`src/rtl/breath_pwm_multi.sv`:
```
// rtl/breath_pwm_multi.sv - multi-channel breathing/fixed/blink LED PWM engine
// Define BREATH_HOLD_EN to make each channel dwell HOLD_PERIODS wraps at its peak/trough.
module breath_pwm_multi #(
  parameter int CH            = 4,
  parameter int CNT_W         = 16,
  parameter int PERIOD        = 50000,
  parameter int STEP          = 25,
  parameter int BLINK_PERIODS = 500,
  parameter bit ACTIVE_LOW    = 1'b1,
  parameter int HOLD_PERIODS  = 50
) (
  input  logic             sys_clk,
  input  logic             rst,
  input  logic             en,
  input  logic [1:0]       mode,
  input  logic [CNT_W-1:0] level,
  output logic [CH-1:0]    led,
  output logic             period_tick,
  output logic             ch0_dir
);
  typedef enum logic [1:0] {MODE_OFF, MODE_BREATHE, MODE_FIXED, MODE_BLINK} mode_e;

  localparam logic [CNT_W-1:0] PER      = CNT_W'(PERIOD);
  localparam logic [CNT_W-1:0] STP      = CNT_W'(STEP);
  localparam logic [CNT_W:0]   PER_X    = (CNT_W+1)'(PERIOD);
  localparam logic [CNT_W:0]   STP_X    = (CNT_W+1)'(STEP);
  localparam logic [CNT_W:0]   FULL_X   = (CNT_W+1)'(PERIOD + 1);
  localparam int               BW       = $clog2(BLINK_PERIODS + 1);
  localparam logic [BW-1:0]    BLINK_LAST = BW'(BLINK_PERIODS - 1);
  localparam logic [CH-1:0]    UNLIT    = {CH{ACTIVE_LOW}};

  if (STEP < 1 || STEP > PERIOD || (PERIOD >> CNT_W) != 0 || BLINK_PERIODS < 1 || HOLD_PERIODS < 0)
  begin : g_param_check
    $error("breath_pwm_multi: illegal parameter set");
  end

`ifdef BREATH_HOLD_EN
  localparam int            HW        = (HOLD_PERIODS < 1) ? 1 : $clog2(HOLD_PERIODS + 1);
  localparam logic [HW-1:0] HOLD_INIT = HW'(HOLD_PERIODS);
`endif

  // Channels start staggered across the period, snapped to the STEP grid.
  function automatic logic [CNT_W-1:0] duty_init(int i);
    return CNT_W'((i * (PERIOD / CH) / STEP) * STEP);
  endfunction

  logic [CNT_W-1:0] cnt;
  logic [CNT_W-1:0] level_q;
  logic [CNT_W-1:0] fixed_duty;
  mode_e            mode_q;
  logic [BW-1:0]    blink_cnt;
  logic             blink_state;
  logic [CH-1:0]    lit;
  logic [CH-1:0]    dir_all;
  logic             wrap;

  assign wrap       = en && (cnt == PER);
  assign fixed_duty = (level_q > PER) ? PER : level_q;
  assign ch0_dir    = dir_all[0];

  for (genvar g = 0; g < CH; g++) begin : g_ch
    logic [CNT_W-1:0] duty;
    logic [CNT_W-1:0] step_duty;
    logic             dir;
    logic             step_dir;
    logic [CNT_W:0]   eff;

    // Saturating triangle step; compares are widened so PERIOD-STEP and STEP never wrap.
    always_comb begin
      step_duty = duty;
      step_dir  = dir;
      if (dir) begin
        if ({1'b0, duty} >= PER_X - STP_X) begin
          step_duty = PER;
          step_dir  = 1'b0;
        end else begin
          step_duty = duty + STP;
        end
      end else begin
        if ({1'b0, duty} <= STP_X) begin
          step_duty = '0;
          step_dir  = 1'b1;
        end else begin
          step_duty = duty - STP;
        end
      end
    end

`ifdef BREATH_HOLD_EN
    logic [HW-1:0] hold;
    always_ff @(posedge sys_clk or negedge rst) begin
      if (!rst) begin
        duty <= duty_init(g);
        dir  <= 1'b1;
        hold <= '0;
      end else if (wrap && mode_q == MODE_BREATHE) begin
        if (hold != '0) begin
          hold <= hold - HW'(1);
        end else begin
          duty <= step_duty;
          dir  <= step_dir;
          if (step_dir != dir) hold <= HOLD_INIT;
        end
      end
    end
`else
    always_ff @(posedge sys_clk or negedge rst) begin
      if (!rst) begin
        duty <= duty_init(g);
        dir  <= 1'b1;
      end else if (wrap && mode_q == MODE_BREATHE) begin
        duty <= step_duty;
        dir  <= step_dir;
      end
    end
`endif

    always_comb begin
      case (mode_q)
        MODE_BREATHE: eff = {1'b0, duty};
        MODE_FIXED:   eff = {1'b0, fixed_duty};
        MODE_BLINK:   eff = blink_state ? FULL_X : '0;
        default:      eff = '0;
      endcase
    end

    assign lit[g]     = {1'b0, cnt} < eff;
    assign dir_all[g] = dir;
  end

  always_ff @(posedge sys_clk or negedge rst) begin
    if (!rst) begin
      cnt         <= '0;
      mode_q      <= MODE_OFF;
      level_q     <= '0;
      blink_cnt   <= '0;
      blink_state <= 1'b0;
      period_tick <= 1'b0;
      led         <= UNLIT;
    end else begin
      period_tick <= wrap;
      led         <= en ? (lit ^ UNLIT) : UNLIT;
      if (!en || wrap) cnt <= '0;
      else             cnt <= cnt + CNT_W'(1);
      // Mode and level only change on a period boundary so no period is cut short.
      if (wrap) begin
        mode_q  <= mode_e'(mode);
        level_q <= level;
        if (mode_q == MODE_BLINK) begin
          if (blink_cnt == BLINK_LAST) begin
            blink_cnt   <= '0;
            blink_state <= ~blink_state;
          end else begin
            blink_cnt <= blink_cnt + BW'(1);
          end
        end
      end
      if (mode_q != MODE_BLINK) blink_cnt <= '0;
    end
  end
endmodule

```
`config.mk`:
```
export PLATFORM = sky130hd
export DESIGN_NAME = breath_pwm_multi
export DESIGN_NICKNAME = d
export VERILOG_FILES = /design/src/rtl/breath_pwm_multi.sv
export SDC_FILE = /design/constraint.sdc
export NUM_CORES = 1
export LEC_CHECK = 0
export CORE_ASPECT_RATIO = 1.1
export CORE_MARGIN = 3
export CORE_UTILIZATION = 55
export DETAILED_ROUTE_END_ITERATION = 12
export PLACE_DENSITY = 0.72
export SLEW_MARGIN = 10
export SYNTH_ARGS = -nofsm -noshare
export SYNTH_HDL_FRONTEND = slang
export SYNTH_SLANG_ARGS = --single-unit
```
`constraint.sdc`:
```
create_clock -name sys_clk -period 4.1 [get_ports sys_clk]
set_input_delay 0.82 -clock sys_clk [delete_from_list [all_inputs] [get_ports sys_clk]]
set_output_delay 0.82 -clock sys_clk [all_outputs]
set_load 0.05 [all_outputs]
```
Word-level counts from Yosys, hierarchy flattened
Index checks and enable logic that the tools add are counted.

storage, ports and cells
  flip-flop bits (word level) = 117
  input bits = 21
  output and inout bits = 6
  logic and storage cells = 90

cells by class
  $add $sub $neg = 10
  $lt $le $gt $ge = 13
  equal/unequal tests = 6
  multiplexer cells = 36
  bitwise gates (word level) = 2
  reductions and logical operators = 8

operators by type and width
  cell                   number
  $mux 16                15
  $pmux 16 s3            4
  $lt 16x17->1           4
  $add 16x5->16 const B  4
  $ge 16x16->1 const B   4
  $le 16x5->1 const B    4
  $sub 16x5->16 const B  4
  $mux 9                 4
  $add 16x1->16 const B  1
  $eq 16x16->1 const B   1
  $gt 16x16->1 const B   1
  $mux 1                 12
  $add 9x1->9 const B    1
  $eq 9x9->1 const B     1
  $eq 2x2->1 const B     2
  $mux 4                 1
  $not 4->4              1
  $reduce_bool 2->1      2
  $reduce_and 3->1       1
  $eq 2x1->1 const B     1
  $logic_and 1x1->1      2
  $ne 2x2->1 const B     1
  $reduce_and 2->1       1
  $logic_not 1->1        1
  2 further kinds        2

Logic depth before layout (Yosys ltp)
Gate-level depths: netlist of run 1.

  depth in word-level cells = 6
  gate-level depth with buffers = 14
  gate-level depth less buffers = 12

Worst setup path before layout of run 1
Ideal clock, no wire load.

  kind = reg2reg
  from = reg level_q[1]
  to = reg led[1]
  library setup time = 0.084 ns
  arrival time = 2.801 ns
  required time = 4.016 ns
  slack = 1.215 ns
  cell stages (with the launch flop) = 15
  buffers on the path = 2
  period minus slack after synthesis = 2.885 ns
  cell sequence = dfrtp_1 o41a_1 o211ai_1 a31oi_1 nor2b_1 buf_2 buf_2 a22oi_1 ha_1 a21oi_1 nand2_1 a221oi_1 o21ai_0 a21oi_1 o31ai_1

between the ends
  word-level cells in the longest chain between the ends = 6

ends and longest elaborated chain
  what                    line  RTL
  from (decl)             48    logic [CNT_W-1:0] level_q;
  from (signal assigned)  148   level_q <= level;
  $gt 16x16->1            58    assign fixed_duty = (level_q > PER) ? PER : level_q;
  $mux 16 *               58
  $pmux 16 s3 *           119   case (mode_q)
  $lt 16x17->1 *          127   assign lit[g] = {1'b0, cnt} < eff;
  $not 4->4 (no line) *   -
  $mux 4 *                142   led <= en ? (lit ^ UNLIT) : UNLIT;
  to (signal assigned)    142
  to (decl)               17    output logic [CH-1:0] led,

Every way passes the cells marked *; elsewhere a longest branch is shown, timed or not.
A chain may end at the register's enable or synchronous reset.

Worst setup path in the final report of run 1
Same ends and word-level chain as after synthesis.

==> results.toml, run 1 <==
[synthesis]
syn-cell-area_um2 = 9840
synth.largest_area_cell = "dfrtp_1"
yosysSeqAreaShare_pct = 30.1
async_flop_share_pct = 100
yosysTopAreaCellShare_pct = 22.6
synthTopCellsByArea = "dfrtp_1, ha_1, dfstp_2"
synth-seq-cells = 117
synth_nets = 1287
synth.avg_cell_area_um2 = 8.26
ys.flop_type = "dfrtp_1"
postSynthCellCount = 1191
synthDistinctLibCells = 82
yosysWarningCount = 0
synth_edf_count = 0

[routing]
num_vias = 9704
post_drt_wl_per_cell_um = 21.1
dr.pass1.iters = 9
drt_iter0_drc = 1074
postRouteAntennaNets = 0
viasPerCell = 6.93
totalWireLength_um = 29500
drc_errors = 0

[placed_design]
portBuffers = 26
dp_slack_ps = 592
dp_hpwl_um = 19800
placedCellCount = 1368
place_congestion = 0.943

[setup_path]
slowest_stage = "dfrtp_1"
reg2reg_slack_ps = 760
crit_fanout = 38
crit_chain = "o41a_1 -> o211ai_1 -> a31oi_1 -> nor2b_2 -> buf_4 -> a22oi_1 -> ha_1 -> a21oi_1 -> nand2_1 -> a221oi_1 -> o21ai_0 -> a21oi_1 -> o31ai_1"
rr_startpoint = "level_q[1]"
max_stage_delay_ps = 460
critPathLaunchType = "flop"
crit_end = "led[1]"
worst_ep_required_time_ps = 4430
r2r_end = "led[1]"
rr_worst_depth = 13
worstSetupPathType = "flop to flop"
startpoint = "level_q[1]"
worst_path_most_repeated_cell = "a21oi_1"
cp-end-kind = "flop"
critical_path_arrival_ps = 3670

[cts]
clk_latency_ps = 430
ctsResizeCount = 0
cts_setup_buffers = 0
htreeDepth = 4
clk_pin_slew_worst_paths_ps = 60
cts_hold_buf = 0
cts_buffer_depth = 2
tritoncts = "done"
cts_sinks = 117
cts_buffers = 17
cts_root_buffer = "clkbuf_16"

[power_and_ir_drop]
p_sw_mw = 0.670
ir_worst_vdd_v = 0.000286
power.density_nw_per_um2 = 267
leakagePower_nw = 4.26
seq_power_share_pct = 40.9
p_clk_share_pct = 55.4
power_frac_comb_pct = 3.7
intPower_mw = 2.19
p_sw_share_pct = 23.4

[cells_and_area]
antenna_cells = 0
area_delta_synth_final_pct = 8.89
final_cell_mix = "a21oi_1, o21ai_0, dfrtp_1"
nFillCells = 1512
fin_cells = 1400
drive_gt1_share_pct = 9.78
mostFrequentLayoutCell = "a21oi_1"
nNetsFinal = 1249

[floorplan]
dieArea_um2 = 19500
start_util_pct = 57.0
chipWidth_um = 134
die_y_um = 146
core_area_um2 = 17300
num_rows = 50
boundaryPins = 27

[sta]
drv_slew = 0
finalWorstSetupSlack_ps = 765
max_slew_margin_pct = 16.4
fin_skew_ps = 16.1
rsz0062_at_grt = "false"
fmax_ghz = 0.300
finalHoldViolations = 0
finalCriticalPeriod_ps = 3340
setup_viol = 0
tns_ps = 0
tightest_slew_ps = 1250
fin_crit_sh_pct = 81.4

[global_route]
grt_usage_pct = 30.2
grt_max_degree = 65
grt_first_pass_wirelength_um = 47900
antenna_found_initial = 0
overflow = 0
grt_pass1_vias = 8873

[flow_run]
drv_cap = 0

[hold_path]
worst_hold_path_type = "primary input to asynchronous set/reset pin"

[outcome]
outcome = "finished, final reports clean"
power groups by stage:
stage	sequential, mW	combinational (mW)	clock (mW)
5_1_grt	1.17	0.121	1.65
3_5_place_dp	1.19	0.107	0
6_report	1.17	0.106	1.58
4_1_cts	1.17	0.108	1.60
3_3_place_gp	1.19	0.106	0
2_1_floorplan	1.19	0.0429	0
state kept, by name, summed over array words and instances, names as in the netlist:
name	count
level_q	16
cnt	16
blink_state	1
blink_cnt	9
ch0_dir	1
led	4
mode_q	2
g_ch.duty	64
period_tick	1
g_ch.dir	3
critical path, delay by kind of cell, from the launching register on:
family	cells	cell delay, ps
flip-flops	1	460
buffers and inverters	1	390
adder cells (fa/ha/maj)	1	330
AND/OR/NAND/NOR	2	220
AO/OA/AOI/OAI	9	1800
worst min-delay path by stage:
| stage | from | endpoint | slack [ps] |
|---|---|---|---|
| 2_1_floorplan | cnt[0] | cnt[0] | 450 |
| 3_3_place_gp | cnt[0] | cnt[0] | 470 |
| 3_5_place_dp | cnt[0] | cnt[0] | 480 |
| 4_1_cts | cnt[0] | cnt[0] | 490 |
| 5_1_grt | cnt[0] | cnt[0] | 510 |
| 6_report | rst | blink_cnt[7] | 490 |
per-stage QoR:
| step | hold WS [ps] | utilization, % | cell area, µm² | power (mW) |
|---|---|---|---|---|
| after floorplan | 447 | - | 9840 | 1.23 |
| after global placement | 468 | 58.5 | 10100 | 1.29 |
| after detailed placement | 484 | 58.5 | 10100 | 1.29 |
| after CTS | 492 | 62.0 | 10700 | 2.87 |
| after global routing | 509 | 62.0 | 10700 | 2.94 |
| final | 493 | 62.0 | 10700 | 2.86 |
synthesized netlist by cell type (all sizes together), types with 19 or more instances:
cell type and n:
mux2 19, nand3 50, nor2 77, nand2 71
a21oi 115, a22oi 46, and3 20, o21ai 103
inv 43, a31oi 25, ha 75, buf 29
o211ai 19, dfrtp 89, nand4 35, clkbuf 65
nor3 24, dfstp 28
cell families after synthesis:
group	synth area share [%]
flip-flops	30.1
multiplexers	2.38
adder cells (fa/ha/maj)	9.54
AO/OA/AOI/OAI	30.5
buffers and inverters	5.74
XOR/XNOR	2.67
AND/OR/NAND/NOR	19.0
layout make-up:
cell class                 count  area [µm²]  area share [%]
multi-input combinational    937        6320            59.0
clock inverter                13         170            1.59
tap                          234         293            2.73
inverter                      43         161            1.51
sequential                   117        2960            27.7
timing repair buffer          37         365            3.41
clock buffer                  19         443            4.13
routing by layer:
metal  GRT usage (%)  routed length, µm  up-vias
met2            45.8              13300      485
met4            12.2               1080        0
met3            5.89               2510       72
met5               0                  0        -
li1                -                  -     4478
met1            42.6              12600     4669
(Power assumes the default switching activity.)
==> run 2, diff against run 1 <==
--- a/config.mk
+++ b/config.mk
@@ -9,7 +9,7 @@
 export CORE_MARGIN = 3
 export CORE_UTILIZATION = 55
 export DETAILED_ROUTE_END_ITERATION = 12
-export PLACE_DENSITY = 0.72
+export PLACE_DENSITY = 0.75
 export SLEW_MARGIN = 10
 export SYNTH_ARGS = -nofsm -noshare
 export SYNTH_HDL_FRONTEND = slang
==> constraint.sdc (replaced) <==
create_clock -name sys_clk -period 3 [get_ports sys_clk]
set_input_delay 0.6 -clock sys_clk [delete_from_list [all_inputs] [get_ports sys_clk]]
set_output_delay 0.6 -clock sys_clk [all_outputs]
set_load 0.05 [all_outputs]
==> results.toml, run 2 (synthesis gave the netlist of run 1 again) <==
[outcome]
outcome = "complete, but fails checks"
violations = "setup timing"

[setup_path]
critPathLaunchType = "flop"
worstSetupPathType = "flop to flop"
cp-end-kind = "flop"
rr_startpoint = "level_q[3]"
worst_ep_required_time_ps = 3360
reg2reg_slack_ps = -30
r2r_end = "led[0]"
critical_path_arrival_ps = 3380
rr_worst_depth = 14
crit_fanout = 8

[power_and_ir_drop]
ir_worst_vdd_v = 0.000395
power.density_nw_per_um2 = 341
leakagePower_nw = 4.48

[sta]
tightest_slew_ps = 1170
fin_crit_sh_pct = 101
fin_skew_ps = 9.95
finalWorstSetupSlack_ps = -25.8
whs_ps = 104
finalCriticalPeriod_ps = 3030
max_slew_margin_pct = 21.2
finalHoldViolations = 0
setup_viol = 1
rsz0062_at_grt = "true"
fmax_ghz = 0.330
drv_slew = 0

[floorplan]
dieArea_um2 = 19500
die_y_um = 146
num_rows = 50
boundaryPins = 27
start_util_pct = 57.0
chipWidth_um = 134
core_area_um2 = 17300

[placed_design]
dp_slack_ps = 72.6
placedCellCount = 1397
portBuffers = 26
place_congestion = 0.976
dp_hpwl_um = 20100

[routing]
totalWireLength_um = 30200
postRouteAntennaNets = 0
dr.pass1.iters = 6
viasPerCell = 6.98
drt_iter0_drc = 1025
drc_errors = 0
num_vias = 10041
post_drt_wl_per_cell_um = 21.0

[cells_and_area]
fin_cells = 1438
largest_register = "g_ch.duty"
nNetsFinal = 1287
reg.largest.list = "g_ch.duty x64, cnt x16, level_q x16"
drive_gt1_share_pct = 13.9
nFillCells = 1456
largest_reg_flops = 64
antenna_cells = 0
mostFrequentLayoutCell = "a21oi_1"
final_cell_mix = "a21oi_1, o21ai_0, dfrtp_1"
area_delta_synth_final_pct = 12.9

[hold_path]
worst_hold_path_type = "primary input to asynchronous set/reset pin"

[global_route]
antenna_found_initial = 0
grt_max_degree = 60
grt_usage_pct = 30.2
grt_first_pass_wirelength_um = 48100
overflow = 0
grt_pass1_vias = 9255

[flow_run]
drv_cap = 0

[cts]
cts_root_buffer = "clkbuf_16"
cts_buffers = 17
tritoncts = "done"
htreeDepth = 4
cts_sinks = 117
cts_buffer_depth = 2
clk_pin_slew_worst_paths_ps = 60
clk_latency_ps = 440
## run 2: cell count changes in the layout (fill, tap and decap cells not counted), moves of 3 or more
cell and delta:
a22oi_1 -5, o21ai_0 -5, o21ai_1 +5, buf_12 +3
buf_4 +32, a22oi_2 +5
## run 2: worst max path at each step
| stage | startpoint | endpoint | slack [ps] | depth (start not counted) |
|---|---|---|---|---|
| 2_1_floorplan | level_q[1] | led[1] | 110 | 14 |
| 3_3_place_gp | level_q[0] | led[1] | 220 | 13 |
| 3_5_place_dp | level_q[0] | led[0] | 70 | 13 |
| 4_1_cts | level_q[0] | led[0] | 7 | 13 |
| 5_1_grt | level_q[3] | led[0] | -180 | 14 |
| 6_report | level_q[3] | led[0] | -30 | 14 |
## run 2: timing repair
action                     CTS  global route
hold buffers                 0             0
gates resized for setup      0            21
setup buffers                0             8
setup endpoints to repair    0             4
## run 2: metrics by stage
step | power, mW | instance area, µm² | TNS, ps | utilization (%)
6_report | 3.79 | 11100 | -25.8 | 64.3
3_3_place_gp | 1.77 | 10400 | 0 | 60.0
3_5_place_dp | 1.78 | 10400 | 0 | 60.0
2_1_floorplan | 1.69 | 9840 | 0 | -
5_1_grt | 3.92 | 11100 | -506 | 64.3
4_1_cts | 3.80 | 10900 | 0 | 63.3
## run 2: worst max-delay path: stages, from the launching register on
cell and delay, ps:
dfrtp_1 380, o41a_1 420, o211ai_1 220, a31oi_2 150, nor2b_2 180, buf_6 140
buf_12 140, a22oi_2 80, ha_1 320, nand4_1 140, nor2_2 170, nand3_2 110
nor3_2 190, nand2_1 90, o211ai_1 190
## run 2: layout make-up
type	instances	area [µm²]	area share, %
clock buffers	18	439	3.95
inverters	43	161	1.45
well taps	234	293	2.64
repair buffers	75	727	6.54
flip-flops and latches	117	2960	26.7
clock inverters	14	141	1.27
multi-input cells	937	6380	57.5
## run 2: layer usage
layer,vias up,GRT usage [%],routed length [µm]
li1,4553,-,-
met1,4820,41.3,12500
met2,569,47.5,13700
met3,99,5.07,2860
met4,0,12.7,1100
met5,-,0,0
## run 2: report_power, final
group / switching [mW] / internal [mW]
logic: 0.0944 / 0.0689
registers: 0.00828 / 1.59
clock network: 0.850 / 1.18
total: 0.953 / 2.84
==> edit 1: new RTL, settings of run 2 <==
The option `BREATH_HOLD_EN` is turned on by a define.
--- a/src/rtl/breath_pwm_multi.sv
+++ b/src/rtl/breath_pwm_multi.sv
@@ -1,4 +1,6 @@
 // rtl/breath_pwm_multi.sv - multi-channel breathing/fixed/blink LED PWM engine
 // Define BREATH_HOLD_EN to make each channel dwell HOLD_PERIODS wraps at its peak/trough.
+`define BREATH_HOLD_EN
+
 module breath_pwm_multi #(
   parameter int CH            = 4,
Behaviour: same outputs for any inputs over 10 cycles, from zero or initial values and one cycle with rst low; that may be too few to reach the edited logic, so the function may still have changed.
==> edit 1 against run 2 <==
Final cell count grew 20%; setup slack gained 78 ps; sequential power grew 19%; sequential cell count grew 24; synthesized area grew 14%; routed wire length grew 19%; die area grew 14%; sequential share of layout area grew 1.0 points; cell area grew 16%; largest cell class unchanged; power grew 8.8%; critical endpoint unchanged; clock skew shrank 0.95 ps.
==> edit 1: results (changes against run 2) <==
| Metric | Value |
|---|---|
| Outcome | finished clean (was finished with violations) |
| Cell count after placement | 1,684 (was 1,397) |
| Dominant cells by area after synthesis | dfrtp_1, ha_1, dfstp_2, a21oi_1, o21ai_0 (unchanged) |
| 1st-iter DRT viols | 1,148 (was 1,025) |
| Total GRT Usage | 0.318 (was 0.302) |
| Max VDD drop | 0.395 mV (about the same) |
| Logic power comb | 0.185 mW (was 0.163 mW) |
| Layout cells sized above 1 | 0.123 (was 0.139) |
| Post-synthesis net count | 1,505 (was 1,287) |
| Lkg Pwr | 5.52 nW (was 4.48 nW) |
| Vias in the first global route | 10.7k (was 9,255) |
| RD Place Congestion | 0.986 (was 0.976) |
| Post-Route Skew | 9.00 ps (was 9.95 ps) |
| Top flop regs | g_ch.duty (64), g_ch.hold (24) (was g_ch.duty (64), cnt (16), level_q (16)) |
| Logic pwr share | 0.045 (was 0.043) |
| Syn Area/Cell | 8.03 um2 (was 8.26 um2) |
| Xor-xnor portion of the synthesized cell area | 0.0156 (was 0.0267) |
| Seq/Total Area, Yosys | 0.317 (was 0.301) |
| Dpl cell area | 12,200 um2 (was 10,400 um2) |
| DRT met1 WL | 14,700 um (was 12,500 um) |
| Sw Share | 0.227 (was 0.251) |
| Post-DP HPWL | 25,200 um (was 20,100 um) |
| Vias per Instance | 6.75 (was 6.98) |
| Synth Area in Adders | 0.0923 (was 0.0954) |
| Compound-Gate Fraction of Synth Area | 0.299 (was 0.305) |
| Clock power frac | 0.491 (was 0.536) |
## edit 1: per-layer routing
metal	vias up	GRT usage
met5	-	0
met4	0	0.146
met3	120	0.0598
met2	578	0.501
met1	5513	0.425
li1	5413	-
## edit 1: worst max-delay path, stage by stage, from the launching register on
cell and delay [ps]:
dfrtp_1 380, nor4_2 270, o21ai_1 190, a311oi_4 370, buf_12 200, buf_6 170
a22oi_1 100, ha_1 310, a21o_1 160, a21oi_1 130, o21ai_0 110, a311oi_1 240
a21bo_2 240
## edit 1: final timing paths
check                              from         endpoint  slack [ps]  cells past startpoint
min in group sys_clk       blink_cnt[8]     blink_cnt[8]         480                      1
max in group asynchronous           rst      g_ch[2].dir        2060                      2
max                          level_q[0]           led[0]          50                     12
min                                 rst  g_ch[0].duty[6]         170                      1
max reg2reg                  level_q[0]           led[0]          50                     12
min reg2reg                blink_cnt[8]     blink_cnt[8]         480                      1
## edit 1: layout make-up
| type | count | area [um2] | share of cell area |
|---|---|---|---|
| inverters | 52 | 195 | 0.0152 |
| clock inverters | 6 | 63.8 | 0.00496 |
| repair buffers | 119 | 1040 | 0.0810 |
| multi-input cells | 1125 | 7200 | 0.560 |
| well taps | 252 | 315 | 0.0245 |
| clock buffers | 26 | 489 | 0.0380 |
| flip-flops and latches | 141 | 3560 | 0.277 |
## edit 1: kinds of logic after synthesis
logic type,count (synthesis)
and+or+nand+nor,503
buffers and inverters,135
adders and majority gates,83
xor gates and xnor gates,20
muxes,5
AOI/OAI and AO/OA,514
DFF,141
## edit 1: repair_timing
action,4_1_cts,5_1_grt
pin swaps,0,2
gates resized for setup,1,7
endpoints found under the setup margin,1,4
gates cloned,0,1
buffers inserted,0,4
==> edit 2: new RTL, flow settings as in run 2 <==
Made on the original files. Register the output `led` once more; this adds one clock of latency there. The other outputs are not delayed to match.
--- a/src/rtl/breath_pwm_multi.sv
+++ b/src/rtl/breath_pwm_multi.sv
@@ -29,4 +29,6 @@
   localparam logic [BW-1:0]    BLINK_LAST = BW'(BLINK_PERIODS - 1);
   localparam logic [CH-1:0]    UNLIT    = {CH{ACTIVE_LOW}};
+
+  logic [CH-1:0] led_s0;
 
   if (STEP < 1 || STEP > PERIOD || (PERIOD >> CNT_W) != 0 || BLINK_PERIODS < 1 || HOLD_PERIODS < 0)
@@ -137,8 +139,8 @@
       blink_state <= 1'b0;
       period_tick <= 1'b0;
-      led         <= UNLIT;
+      led_s0      <= UNLIT;
     end else begin
       period_tick <= wrap;
-      led         <= en ? (lit ^ UNLIT) : UNLIT;
+      led_s0      <= en ? (lit ^ UNLIT) : UNLIT;
       if (!en || wrap) cnt <= '0;
       else             cnt <= cnt + CNT_W'(1);
@@ -159,4 +161,8 @@
     end
   end
+  always_ff @(posedge sys_clk) begin
+    led <= led_s0;
+  end
+
 endmodule
 
Function: no difference found for any inputs over 10 cycles, from zero or initial values and one cycle with rst low; that may be too few to reach the edited logic, so the function may still have changed.
==> edit 2 against run 2 <==
The flow still finishes with violations (negative setup slack); routed wire length down 2.3%; sequential cell count up 4; cell area up 0.38%; setup slack worse by 120 ps; non-clock buffer count up 15; power up 4.0%; sequential share of layout area up 0.62 points; synthesized area down 0.28%; largest cell class unchanged; largest power group unchanged.
==> edit 2: results (changes against run 2) <==
| Metric | Value |
|---|---|
| Xor-xnor portion of the synthesized cell area | 0.0241 (was 0.0267) |
| Compound-Gate Fraction of Synth Area | 0.291 (was 0.305) |
| Pre-CTS setup slack | -245 ps (was 72.6 ps) |
| Clock power frac | 0.512 (was 0.536) |
| Fin cells | 1,455 (was 1,438) |
| Reg2Reg Depth | 15 (was 14) |
| Dpl cell area | 10,500 um2 (was 10,400 um2) |
| Final setup violation count | 2 (was 1) |
| Lkg Pwr | 4.60 nW (was 4.48 nW) |
| Routing usage on met2 | 0.477 (was 0.475) |
| Unique masters post-synth | 80 (was 82) |
| Vias per Instance | 6.74 (was 6.98) |
| Outcome | finished with violations (unchanged) |
| Origin of the critical flop-to-flop path | level_q[10] (was level_q[3]) |
| Failing checks | negative setup slack (unchanged) |
| Layout cells sized above 1 | 0.146 (was 0.139) |
| Synth Area in Adders | 0.0957 (was 0.0954) |
| Pin count of the biggest net entering global routing | 53 (was 60) |
| Mux cell area share after synthesis | 0.0237 (was 0.0238) |
| Layout fillers | 1,463 (was 1,456) |
| Area of the multi-input gates | 6280 um2 (was 6380 um2) |
| Max stage delay cell, worst path | a2111o_1 (was o41a_1) |
| DRT met1 WL | 12,500 um (about the same) |
| Count leader, synth | o21ai_0 (was a21oi_1) |
| Final WS setup | -150 ps (was -25.8 ps) |
| Post-synthesis async set-or-reset flop share | 0.967 (was 1.00) |
| Post-DP HPWL | 20,300 um (was 20,100 um) |
| Non-CTS buffers | 90 (was 75) |
| Clock-cell share | 0.0515 (was 0.0523) |
| Setup TNS | -294 ps (was -25.8 ps) |
| Post-synthesis net count | 1,286 (was 1,287) |
| Critical Path AT | 3510 ps (was 3380 ps) |
| Cell count after placement | 1,419 (was 1,397) |
[edit 2: cell types whose count changed in the layout (fill, tap and decap cells not counted), sizes merged, moves of 8 or more]
| cell | before | now |
|---|---|---|
| nand2 | 71 | 89 |
| buf | 48 | 65 |
| a21oi | 115 | 100 |
| nand4 | 35 | 22 |
| a211oi | 7 | 18 |
| nor3 | 24 | 35 |
| a31oi | 25 | 17 |
| inv | 50 | 58 |
| o221ai | 8 | 16 |
[edit 2: worst min path at each step]
| stage | startpoint | end | slack, ps | depth (start not counted) |
|---|---|---|---|---|
| after floorplan | rst | blink_cnt[0] | 300 | 0 |
| after global placement | led_s0[2] | led[2] | 390 | 0 |
| after detailed placement | led_s0[2] | led[2] | 390 | 0 |
| after CTS | rst | blink_cnt[5] | 160 | 1 |
| after global routing | rst | blink_cnt[5] | 170 | 1 |
| final | rst | blink_cnt[5] | 130 | 1 |
[edit 2: timing repair]
item	4_1_cts	5_1_grt
setup endpoints to repair	4	4
resized for setup	8	8
buffers inserted	3	1
pin swaps	5	2
